**config.mk**
```make
export PLATFORM = sky130hd
export DESIGN_NAME = dma_channel_scheduler
export DESIGN_NICKNAME = d
export VERILOG_FILES = /design/src/rtl/dma_channel_scheduler.sv
export SDC_FILE = /design/constraint.sdc
export NUM_CORES = 1
export LEC_CHECK = 0
export ABC_AREA = 1
export CELL_PAD_IN_SITES_DETAIL_PLACEMENT = 1
export CELL_PAD_IN_SITES_GLOBAL_PLACEMENT = 1
export CORE_UTILIZATION = 45
export DETAILED_ROUTE_END_ITERATION = 6
export DONT_BUFFER_PORTS = 1
export PLACE_DENSITY = 0.92
export SLEW_MARGIN = 20
export SYNTH_ARGS = -nofsm -noshare
export SYNTH_HDL_FRONTEND = slang
export SYNTH_SLANG_ARGS = --single-unit
```
**constraint.sdc**
```tcl
create_clock -name clk -period 2.6 [get_ports clk]
set_input_delay 0.52 -clock clk [delete_from_list [all_inputs] [get_ports clk]]
set_output_delay 0.52 -clock clk [all_outputs]
set_load 0.05 [all_outputs]
```
**src/rtl/dma_channel_scheduler.sv**
```systemverilog
// dma_channel_scheduler
//   Two-channel round-robin scheduler for one DMA engine (read master and
//   write master joined by the data FIFO). It checks the winning channel's
//   descriptor, latches it, pulses both master starts and then waits for a
//   fresh rising edge on both master done levels. It reports done or error
//   per channel, raises a sticky interrupt and accumulates the byte count.
//   A transfer that stays in WAIT for TIMEOUT_CYCLES is declared hung, and
//   the engine then stays parked until reset.
//
// Ports
//   clk, reset_n               system clock, asynchronous active-low reset
//   i_chN_req                  level request, held until done/err (N=0,1)
//   i_chN_src_addr/dst_addr    4-byte aligned byte addresses
//   i_chN_len                  transfer bytes, nonzero multiple of 4
//   o_chN_busy                 channel N owns the engine (LAUNCH..DONE)
//   o_chN_done / o_chN_err     one-cycle completion / rejection pulses
//   o_rd_start, o_wr_start     one-cycle start pulses to the masters
//   o_rd_src_addr, o_wr_dst_addr, o_xfer_len
//                              latched descriptor, held until next grant
//   i_rd_done, i_wr_done       master done levels
//   o_irq, i_irq_clr           sticky interrupt and its clear
//   o_hung                     sticky timeout flag, blocks further grants
//   o_bytes_total              sum of lengths of successful transfers
//
// state  | meaning
// -------+---------------------------------------------------------------
// IDLE   | arbitrate between requesting channels, check descriptor
// LAUNCH | start pulses on the outputs, clear done-seen flags and timer
// WAIT   | collect rising edges of both master done levels, run timer
// DONE   | done pulse out, byte count updated, return to IDLE
// ERR    | err pulse out (bad descriptor or timeout), return to IDLE

module dma_channel_scheduler #(
  parameter logic [31:0] TIMEOUT_CYCLES = 32'd1_000_000
) (
  input  logic        clk,
  input  logic        reset_n,
  input  logic        i_ch0_req,
  input  logic [31:0] i_ch0_src_addr,
  input  logic [31:0] i_ch0_dst_addr,
  input  logic [31:0] i_ch0_len,
  input  logic        i_ch1_req,
  input  logic [31:0] i_ch1_src_addr,
  input  logic [31:0] i_ch1_dst_addr,
  input  logic [31:0] i_ch1_len,
  output logic        o_ch0_busy,
  output logic        o_ch0_done,
  output logic        o_ch0_err,
  output logic        o_ch1_busy,
  output logic        o_ch1_done,
  output logic        o_ch1_err,
  output logic        o_rd_start,
  output logic        o_wr_start,
  output logic [31:0] o_rd_src_addr,
  output logic [31:0] o_wr_dst_addr,
  output logic [31:0] o_xfer_len,
  input  logic        i_rd_done,
  input  logic        i_wr_done,
  output logic        o_irq,
  input  logic        i_irq_clr,
  output logic        o_hung,
  output logic [31:0] o_bytes_total
);

  typedef enum logic [2:0] {
    S_IDLE   = 3'd0,
    S_LAUNCH = 3'd1,
    S_WAIT   = 3'd2,
    S_DONE   = 3'd3,
    S_ERR    = 3'd4
  } state_t;

  state_t      r_state;
  logic        r_last_grant;
  logic        r_gnt_id;
  logic [31:0] r_src;
  logic [31:0] r_dst;
  logic [31:0] r_len;
  logic [31:0] r_bytes;
  logic [31:0] r_tmo_cnt;
  logic        r_rd_done_q;
  logic        r_wr_done_q;
  logic        r_rd_seen;
  logic        r_wr_seen;
  logic [1:0]  r_busy;
  logic [1:0]  r_done;
  logic [1:0]  r_err;
  logic        r_rd_start;
  logic        r_wr_start;
  logic        r_irq;
  logic        r_hung;

  logic        w_gnt_valid;
  logic        w_gnt_id;
  logic [31:0] w_src;
  logic [31:0] w_dst;
  logic [31:0] w_len;
  logic        w_desc_ok;
  logic        w_rd_rise;
  logic        w_wr_rise;
  logic        w_both_seen;
  logic [31:0] w_tmo_next;
  logic        w_tmo_hit;

  // On a tie the channel that did not win last time gets the engine.
  assign w_gnt_valid = ~r_hung & (i_ch0_req | i_ch1_req);
  assign w_gnt_id    = (i_ch0_req & i_ch1_req) ? ~r_last_grant : i_ch1_req;

  assign w_src = w_gnt_id ? i_ch1_src_addr : i_ch0_src_addr;
  assign w_dst = w_gnt_id ? i_ch1_dst_addr : i_ch0_dst_addr;
  assign w_len = w_gnt_id ? i_ch1_len      : i_ch0_len;

  assign w_desc_ok = (w_len != 32'd0) && (w_len[1:0] == 2'b00) &&
                     (w_src[1:0] == 2'b00) && (w_dst[1:0] == 2'b00);

  // Done levels from the previous transfer are still high at launch, so
  // only a fresh low-to-high transition counts as completion.
  assign w_rd_rise   = i_rd_done & ~r_rd_done_q;
  assign w_wr_rise   = i_wr_done & ~r_wr_done_q;
  assign w_both_seen = (r_rd_seen | w_rd_rise) & (r_wr_seen | w_wr_rise);

  assign w_tmo_next = r_tmo_cnt + 32'd1;
  assign w_tmo_hit  = (w_tmo_next >= TIMEOUT_CYCLES);

  always_ff @(posedge clk or negedge reset_n) begin
    if (!reset_n) begin
      r_state      <= S_IDLE;
      r_last_grant <= 1'b1;
      r_gnt_id     <= 1'b0;
      r_src        <= 32'd0;
      r_dst        <= 32'd0;
      r_len        <= 32'd0;
      r_bytes      <= 32'd0;
      r_tmo_cnt    <= 32'd0;
      r_rd_done_q  <= 1'b0;
      r_wr_done_q  <= 1'b0;
      r_rd_seen    <= 1'b0;
      r_wr_seen    <= 1'b0;
      r_busy       <= 2'b00;
      r_done       <= 2'b00;
      r_err        <= 2'b00;
      r_rd_start   <= 1'b0;
      r_wr_start   <= 1'b0;
      r_irq        <= 1'b0;
      r_hung       <= 1'b0;
    end else begin
      r_rd_done_q <= i_rd_done;
      r_wr_done_q <= i_wr_done;
      r_rd_start  <= 1'b0;
      r_wr_start  <= 1'b0;
      r_done      <= 2'b00;
      r_err       <= 2'b00;

      // Any set below is written later in this block, so a set landing
      // together with a clear leaves the interrupt asserted.
      if (i_irq_clr) begin
        r_irq <= 1'b0;
      end

      case (r_state)
        S_IDLE: begin
          if (w_gnt_valid) begin
            r_src        <= w_src;
            r_dst        <= w_dst;
            r_len        <= w_len;
            r_gnt_id     <= w_gnt_id;
            r_last_grant <= w_gnt_id;
            if (w_desc_ok) begin
              r_state            <= S_LAUNCH;
              r_rd_start         <= 1'b1;
              r_wr_start         <= 1'b1;
              r_busy[w_gnt_id]   <= 1'b1;
            end else begin
              r_state          <= S_ERR;
              r_err[w_gnt_id]  <= 1'b1;
              r_irq            <= 1'b1;
            end
          end
        end

        S_LAUNCH: begin
          r_rd_seen <= 1'b0;
          r_wr_seen <= 1'b0;
          r_tmo_cnt <= 32'd0;
          r_state   <= S_WAIT;
        end

        S_WAIT: begin
          if (w_rd_rise) begin
            r_rd_seen <= 1'b1;
          end
          if (w_wr_rise) begin
            r_wr_seen <= 1'b1;
          end
          // Completion wins over a timeout reached in the same cycle.
          if (w_both_seen) begin
            r_state          <= S_DONE;
            r_done[r_gnt_id] <= 1'b1;
            r_irq            <= 1'b1;
          end else begin
            r_tmo_cnt <= w_tmo_next;
            if (w_tmo_hit) begin
              r_state         <= S_ERR;
              r_err[r_gnt_id] <= 1'b1;
              r_busy          <= 2'b00;
              r_hung          <= 1'b1;
              r_irq           <= 1'b1;
            end
          end
        end

        S_DONE: begin
          r_bytes <= r_bytes + r_len;
          r_irq   <= 1'b1;
          r_busy  <= 2'b00;
          r_state <= S_IDLE;
        end

        S_ERR: begin
          r_irq   <= 1'b1;
          r_state <= S_IDLE;
        end

        default: begin
          r_state <= S_IDLE;
        end
      endcase
    end
  end

  assign o_ch0_busy    = r_busy[0];
  assign o_ch1_busy    = r_busy[1];
  assign o_ch0_done    = r_done[0];
  assign o_ch1_done    = r_done[1];
  assign o_ch0_err     = r_err[0];
  assign o_ch1_err     = r_err[1];
  assign o_rd_start    = r_rd_start;
  assign o_wr_start    = r_wr_start;
  assign o_rd_src_addr = r_src;
  assign o_wr_dst_addr = r_dst;
  assign o_xfer_len    = r_len;
  assign o_irq         = r_irq;
  assign o_hung        = r_hung;
  assign o_bytes_total = r_bytes;

endmodule

```
# == After elaboration in Yosys (flattened, before gate mapping) ==
# Index checks and enable logic that the tools add are counted.
# W data, S select, Z words.
# totals
input_bits,199
latchBits,0
mem_count,0
reg_bits,178
mem_bits_ro,0
ramBits,0
# op_classes
shift,0
add_sub_neg,2
muxes,40
n_eq_ne,11
mul,0
magnitude_cmp,5
div_mod_pow,0
bitwise,14
n_reduce_logical,20
# op_table
operator,count
$mux W32,4
$pmux W32 S2,1
$add A32 B1 Y32 const B,1
$add A32 B32 Y32,1
$ge A32 B20 Y1 const B,1
$reduce_bool A32 Y1,1
$mux W2,10
$mux W1,13
$mux W3,4
$ne A2 B2 Y1 const B,6
$reduce_and A2 Y1,5
$pmux W3 S3,1
$eq A3 B2 Y1 const B,2
$logic_not A2 Y1,3
$pmux W2 S3,1
$and A1 B1 Y1,5
$logic_and A1 B1 Y1,5
$not A1 Y1,5
$reduce_and A5 Y1,1
$lt A1 B2 Y1 const B,2
$pmux W1 S2,2
$pmux W2 S2,1
$eq A3 B1 Y1 const B,1
$eq A3 B3 Y1 const B,1
other kinds (11),15

# == Longest topological paths before layout ==
# logic_depth
depth_word,10
ltp_mapped,17
mapped_depth_nobuf,17

# == Worst setup path before layout ==
# Ideal clock, no wire load.
# synth_timing
path_kind,reg-to-reg
from,"register r_bytes[0], in the netlist o_bytes_total[0]"
to,"register r_bytes[20], in the netlist o_bytes_total[20]"
path_stages_with_launch,14
arrival_ns,2.409
n_path_buf,0
setup_time_ns,0.066
period_less_slack_ns,2.475
t_required_ns,2.534
path_slack_ns,0.125
path_cell_list,dfrtp_1 ha_1 inv_1 fa_1 o21ai_1 a21boi_2 o21bai_1 nand2_1 nand2_1 nor2_1 nor2_1 or2_2 nand3_1 nand2_1
# synth_via
elab_chain_len,1
# synth_rtl
element,line,text
start: declaration,79,logic [31:0] r_bytes;
start signal: assignment,213,r_bytes <= r_bytes + r_len;
$add A32 B32 Y32,213,
# No other way between the ends.
# A chain may end at the register's enable or synchronous reset.

# == Worst setup path after layout ==
# layout_timing
from,"register r_len[8], in the netlist o_xfer_len[8]"
to,"register r_bytes[17], in the netlist o_bytes_total[17]"
# layout_via
elab_chain_len,1
# layout_rtl
element,line,text
start: declaration,78,logic [31:0] r_len;
start signal: assignment,165,r_len <= w_len;
$add A32 B32 Y32,213,
# No other way between the ends.

==> run_summary.xml <==
<?xml version="1.0" encoding="UTF-8"?>
<metrics>
  <group name="global_routing">
    <metric name="number_of_global_route_vias_before_repair" unit="">10800</metric>
    <metric name="grt_start_max_net_pins" unit="">179</metric>
    <metric name="grt_busiest_layer" unit="">met2</metric>
    <metric name="globalRouteMet3Util" unit="%">9.10</metric>
    <metric name="grt_util_met2" unit="%">56.3</metric>
    <metric name="antenna_found_initial" unit="">2</metric>
    <metric name="globalRouteTotalUtil" unit="%">32.7</metric>
    <metric name="grt_pass1_wl" unit="um">59500</metric>
    <metric name="total_global_routing_overflow" unit="">0</metric>
    <metric name="use_met1" unit="%">38.8</metric>
  </group>
  <group name="place">
    <metric name="hpwlAfterDp" unit="um">29400</metric>
    <metric name="pre_cts_slack" unit="ns">0.0931</metric>
    <metric name="port_buffers" unit="">0</metric>
    <metric name="placed_cells_incl_taps" unit="">1755</metric>
    <metric name="place.gp.congestion" unit="">1.01</metric>
  </group>
  <group name="die">
    <metric name="initial_standard_cell_utilization_of_the_core" unit="%">45.9</metric>
    <metric name="rows" unit="">55</metric>
    <metric name="floorplan.die_area" unit="mm^2">0.0236</metric>
    <metric name="boundaryPins" unit="">337</metric>
    <metric name="fp.coreArea" unit="mm^2">0.0226</metric>
    <metric name="die-height" unit="um">154</metric>
    <metric name="die_span_in_x" unit="um">154</metric>
  </group>
  <group name="job">
    <metric name="maxCapViolCount" unit="">0</metric>
  </group>
  <group name="routing">
    <metric name="drt_pass1_iterations" unit="">5</metric>
    <metric name="wl" unit="um">37800</metric>
    <metric name="route.vias.total" unit="">10200</metric>
    <metric name="detail_route.wl_per_cell" unit="um">21.1</metric>
    <metric name="number_of_vias_per_cell_after_detailed_routing" unit="">5.72</metric>
    <metric name="antenna_violating_nets_left" unit="">0</metric>
    <metric name="drt_drc_violations_left" unit="">0</metric>
    <metric name="drt_iter0_drc" unit="">708</metric>
  </group>
  <group name="timing">
    <metric name="max-slew-margin-rel" unit="%">53.0</metric>
    <metric name="clock-skew-final" unit="ns">0.0171</metric>
    <metric name="timing_worst_slew_pin_value" unit="ns">0.704</metric>
    <metric name="finalCritPeriodShare" unit="%">95.4</metric>
    <metric name="report.final.hold_viol_count" unit="">177</metric>
    <metric name="final-max-slew-violation-count" unit="">0</metric>
    <metric name="clock.fmax" unit="MHz">403</metric>
    <metric name="postLayoutSetupSlackWorst" unit="ns">0.120</metric>
    <metric name="period_needed" unit="ns">2.48</metric>
    <metric name="setup-tns-final" unit="ns">0</metric>
    <metric name="final.hold.worst_slack" unit="ns">-0.243</metric>
    <metric name="setup_viol" unit="">0</metric>
    <metric name="rsz0062_at_grt" unit="">no</metric>
  </group>
  <group name="cells_and_area">
    <metric name="design.final.nets" unit="">1721</metric>
    <metric name="final-seq-area" unit="mm^2">0.00446</metric>
    <metric name="fillerInstances" unit="">2901</metric>
    <metric name="final_cells" unit="">1788</metric>
    <metric name="flow.area_growth_from_synthesis" unit="%">13.3</metric>
    <metric name="multi_input_comb_area" unit="mm^2">0.00529</metric>
    <metric name="final_layout_size_suffix_gt1_share" unit="%">10.3</metric>
  </group>
  <group name="clocking">
    <metric name="insertion_delay" unit="ns">0.45</metric>
    <metric name="cts_max_level" unit="">4</metric>
    <metric name="tritoncts" unit="">built</metric>
    <metric name="worst_setup_hold_path_clk_slew" unit="ns">0.08</metric>
    <metric name="cts_sinks" unit="">178</metric>
    <metric name="clock_tree.root_cell" unit="">clkbuf_16</metric>
    <metric name="cts.path.max_buffers" unit="">2</metric>
    <metric name="cts_inserted_buffers" unit="">17</metric>
    <metric name="cts.repair_timing.setup_buffer_count" unit="">0</metric>
  </group>
  <group name="critical_path">
    <metric name="crit_buf_inv" unit="">0</metric>
    <metric name="path_max_fanout" unit="">4</metric>
    <metric name="worst_path_largest_cell_delay" unit="ns">0.41</metric>
    <metric name="criticalPathCategory" unit="">flip-flop to flip-flop</metric>
    <metric name="regToRegSetupSlack" unit="ns">0.12</metric>
    <metric name="timing.critical_path.to_type" unit="">flip-flop</metric>
    <metric name="worstPathCellList" unit="">ha_1, a21oi_1, a21boi_0, o21bai_1, a21oi_1, o21bai_1, or2_2, nand3_1, nand2_1</metric>
    <metric name="cpMaxStageDelayCell" unit="">dfrtp_1</metric>
    <metric name="path_delay_family" unit="">compound AO/OA/AOI/OAI gates</metric>
    <metric name="worstPathRequired" unit="ns">2.94</metric>
    <metric name="crit_path_start_kind" unit="">flip-flop</metric>
    <metric name="critical_path_arrival" unit="ns">2.82</metric>
  </group>
  <group name="logic_synthesis">
    <metric name="syn_nets" unit="">1672</metric>
    <metric name="synth-seq-cells" unit="">178</metric>
    <metric name="synth_top_cell_by_area" unit="">dfrtp_1</metric>
    <metric name="synth_sequential_area_ratio" unit="%">43.0</metric>
    <metric name="synth_area_leaders" unit="">dfrtp_1 43%, nand2_1 19%, nand3_1 5.6%</metric>
    <metric name="mappedNetlistArea" unit="mm^2">0.0104</metric>
    <metric name="synth.yosys.warnings" unit="">0</metric>
    <metric name="proportion_of_netlist_area_held_by_the_largest_area_contributor" unit="%">42.8</metric>
    <metric name="synth_cell_type_count" unit="">44</metric>
    <metric name="synth_area_per_cell" unit="um^2">7.19</metric>
    <metric name="syn-instance-count" unit="">1440</metric>
  </group>
  <group name="power_and_ir_drop">
    <metric name="power_density" unit="mW/mm^2">614</metric>
    <metric name="worst_ir_drop_vdd" unit="uV">321</metric>
    <metric name="p_leak" unit="nW">5.81</metric>
  </group>
  <group name="min_path">
    <metric name="min-delay-path-class" unit="">input pin to async pin</metric>
  </group>
  <group name="outcome">
    <metric name="outcome" unit="">finished with violations</metric>
    <metric name="violations" unit="">negative hold slack</metric>
  </group>
</metrics>
-- repair_timing --
item                                   CTS  global route
resized for setup                        0             2
endpoints found under the hold margin  178           178
setup endpoints to repair                0             1
-- Yosys cell counts (all sizes together) --
cell type and number:
xor2 18, o32ai 2, o21ai 84, nand4 16
nand3b 4, dfrtp 177, nand3 116, dfstp 1
xnor2 6, o221a 2, nor2 150, o21a 2
nor3 14, a31oi 26, o31ai 2, clkbuf 32
o22ai 18, clkinv 2, ha 32, o21bai 8
a21oi 41, a21o 1, a21boi 4, a2bb2oi 1
a22o 1, mux2i 2, nor4 1, buf 15
inv 115, fa 1, o211ai 1, or2 7
nand2 538
-- layout by cell type, fill, tap and decap left out, types with 8 or more instances in the layout --
| cell type | count |
|---|---|
| a31oi_1 | 26 |
| nand2_1 | 531 |
| o22ai_1 | 18 |
| xor2_1 | 18 |
| a21oi_1 | 41 |
| buf_4 | 75 |
| o21ai_0 | 77 |
| clkbuf_16 | 17 |
| nand3_1 | 115 |
| nor2_4 | 10 |
| nand4_1 | 16 |
| nor3_1 | 11 |
| ha_1 | 32 |
| nor2_1 | 135 |
| dfrtp_1 | 177 |
| o21bai_1 | 8 |
| inv_1 | 109 |
-- logic make-up (layout without fill, tap and decap cells) --
logic type	after synthesis	count (layout)	share of synthesized area (%)
AO/OA/AOI/OAI	193	193	10.7
XOR/XNOR	24	24	2.03
adder cells (fa/ha/maj)	33	33	4.06
buffers and inverters	164	226	6.14
flip-flops	178	178	43.0
multiplexers	2	2	0.193
other	0	1	0
AND/OR/NAND/NOR	846	846	33.9
-- sequential cells by signal, indices dropped and copies added (netlist names), 2 cells and up --
| register | count |
|---|---|
| o_bytes_total | 32 |
| o_rd_src_addr | 32 |
| o_wr_dst_addr | 32 |
| o_xfer_len | 32 |
| r_busy | 2 |
| r_done | 2 |
| r_err | 2 |
| r_state | 3 |
| r_tmo_cnt | 32 |
-- worst register-to-register path, cell delays in order (launching register included) --
cell and delay [ns]:
dfrtp_1 0.41, ha_1 0.36, a21oi_1 0.29, a21boi_0 0.37
o21bai_1 0.14, a21oi_1 0.29, o21bai_1 0.12, or2_2 0.28
nand3_1 0.07, nand2_1 0.05
-- per-layer routing --
metal / routed length (um) / vias to the layer above
met5: 11 / -
met4: 1150 / 2
met3: 2870 / 79
met2: 18900 / 361
met1: 14900 / 5014
li1: - / 4771
-- path summary, 6_finish.rpt --
path | startpoint | cells past startpoint | end
worst min-delay path | reset_n | 0 | o_bytes_total[5]$_DFFE_PN0P_
max in group asynchronous | reset_n | 0 | r_last_grant$_DFFE_PN1P_
worst max register to register | o_xfer_len[8]$_DFFE_PN0P_ | 9 | o_bytes_total[17]$_DFFE_PN0P_
worst min register to register | o_hung$_DFFE_PN0P_ | 2 | o_hung$_DFFE_PN0P_
worst max-delay path | o_xfer_len[8]$_DFFE_PN0P_ | 9 | o_bytes_total[17]$_DFFE_PN0P_
min in group clk | i_wr_done | 0 | r_wr_done_q$_DFF_PN0_
-- power by group --
part | switching, W | leakage [nW] | internal, W
Sequential | 0.000358 | 2.40 | 0.00302
Combinational | 0.000816 | 3.13 | 0.000396
Clock | 0.00132 | 0.285 | 0.00129
Total | 0.00250 | 5.81 | 0.00471
-- per-stage QoR --
| stage | power, W | cell area (um^2) | utilization [%] | hold WS [ns] |
|---|---|---|---|---|
| 3_3_place_gp | 0.00451 | 11100 | 49.4 | 0.228 |
| 4_1_cts | 0.00721 | 11700 | 52.0 | -0.253 |
| 6_report | 0.00720 | 11700 | 52.0 | -0.243 |
| 5_1_grt | 0.00754 | 11700 | 52.0 | -0.257 |
| 2_1_floorplan | 0.00424 | 10400 | - | 0.224 |
| 3_5_place_dp | 0.00461 | 11100 | 49.4 | 0.228 |
-- cell type report --
cell class | count | share of cell area, %
clock inverters | 15 | 1.35
well taps | 285 | 3.04
inverters | 117 | 3.74
diodes | 1 | 0.0213
flip-flops and latches | 178 | 38.0
repair buffers | 77 | 5.14
clock buffers | 17 | 3.63
multi-input cells | 1098 | 45.1
No activity file was read; power rests on OpenSTA's default activity.
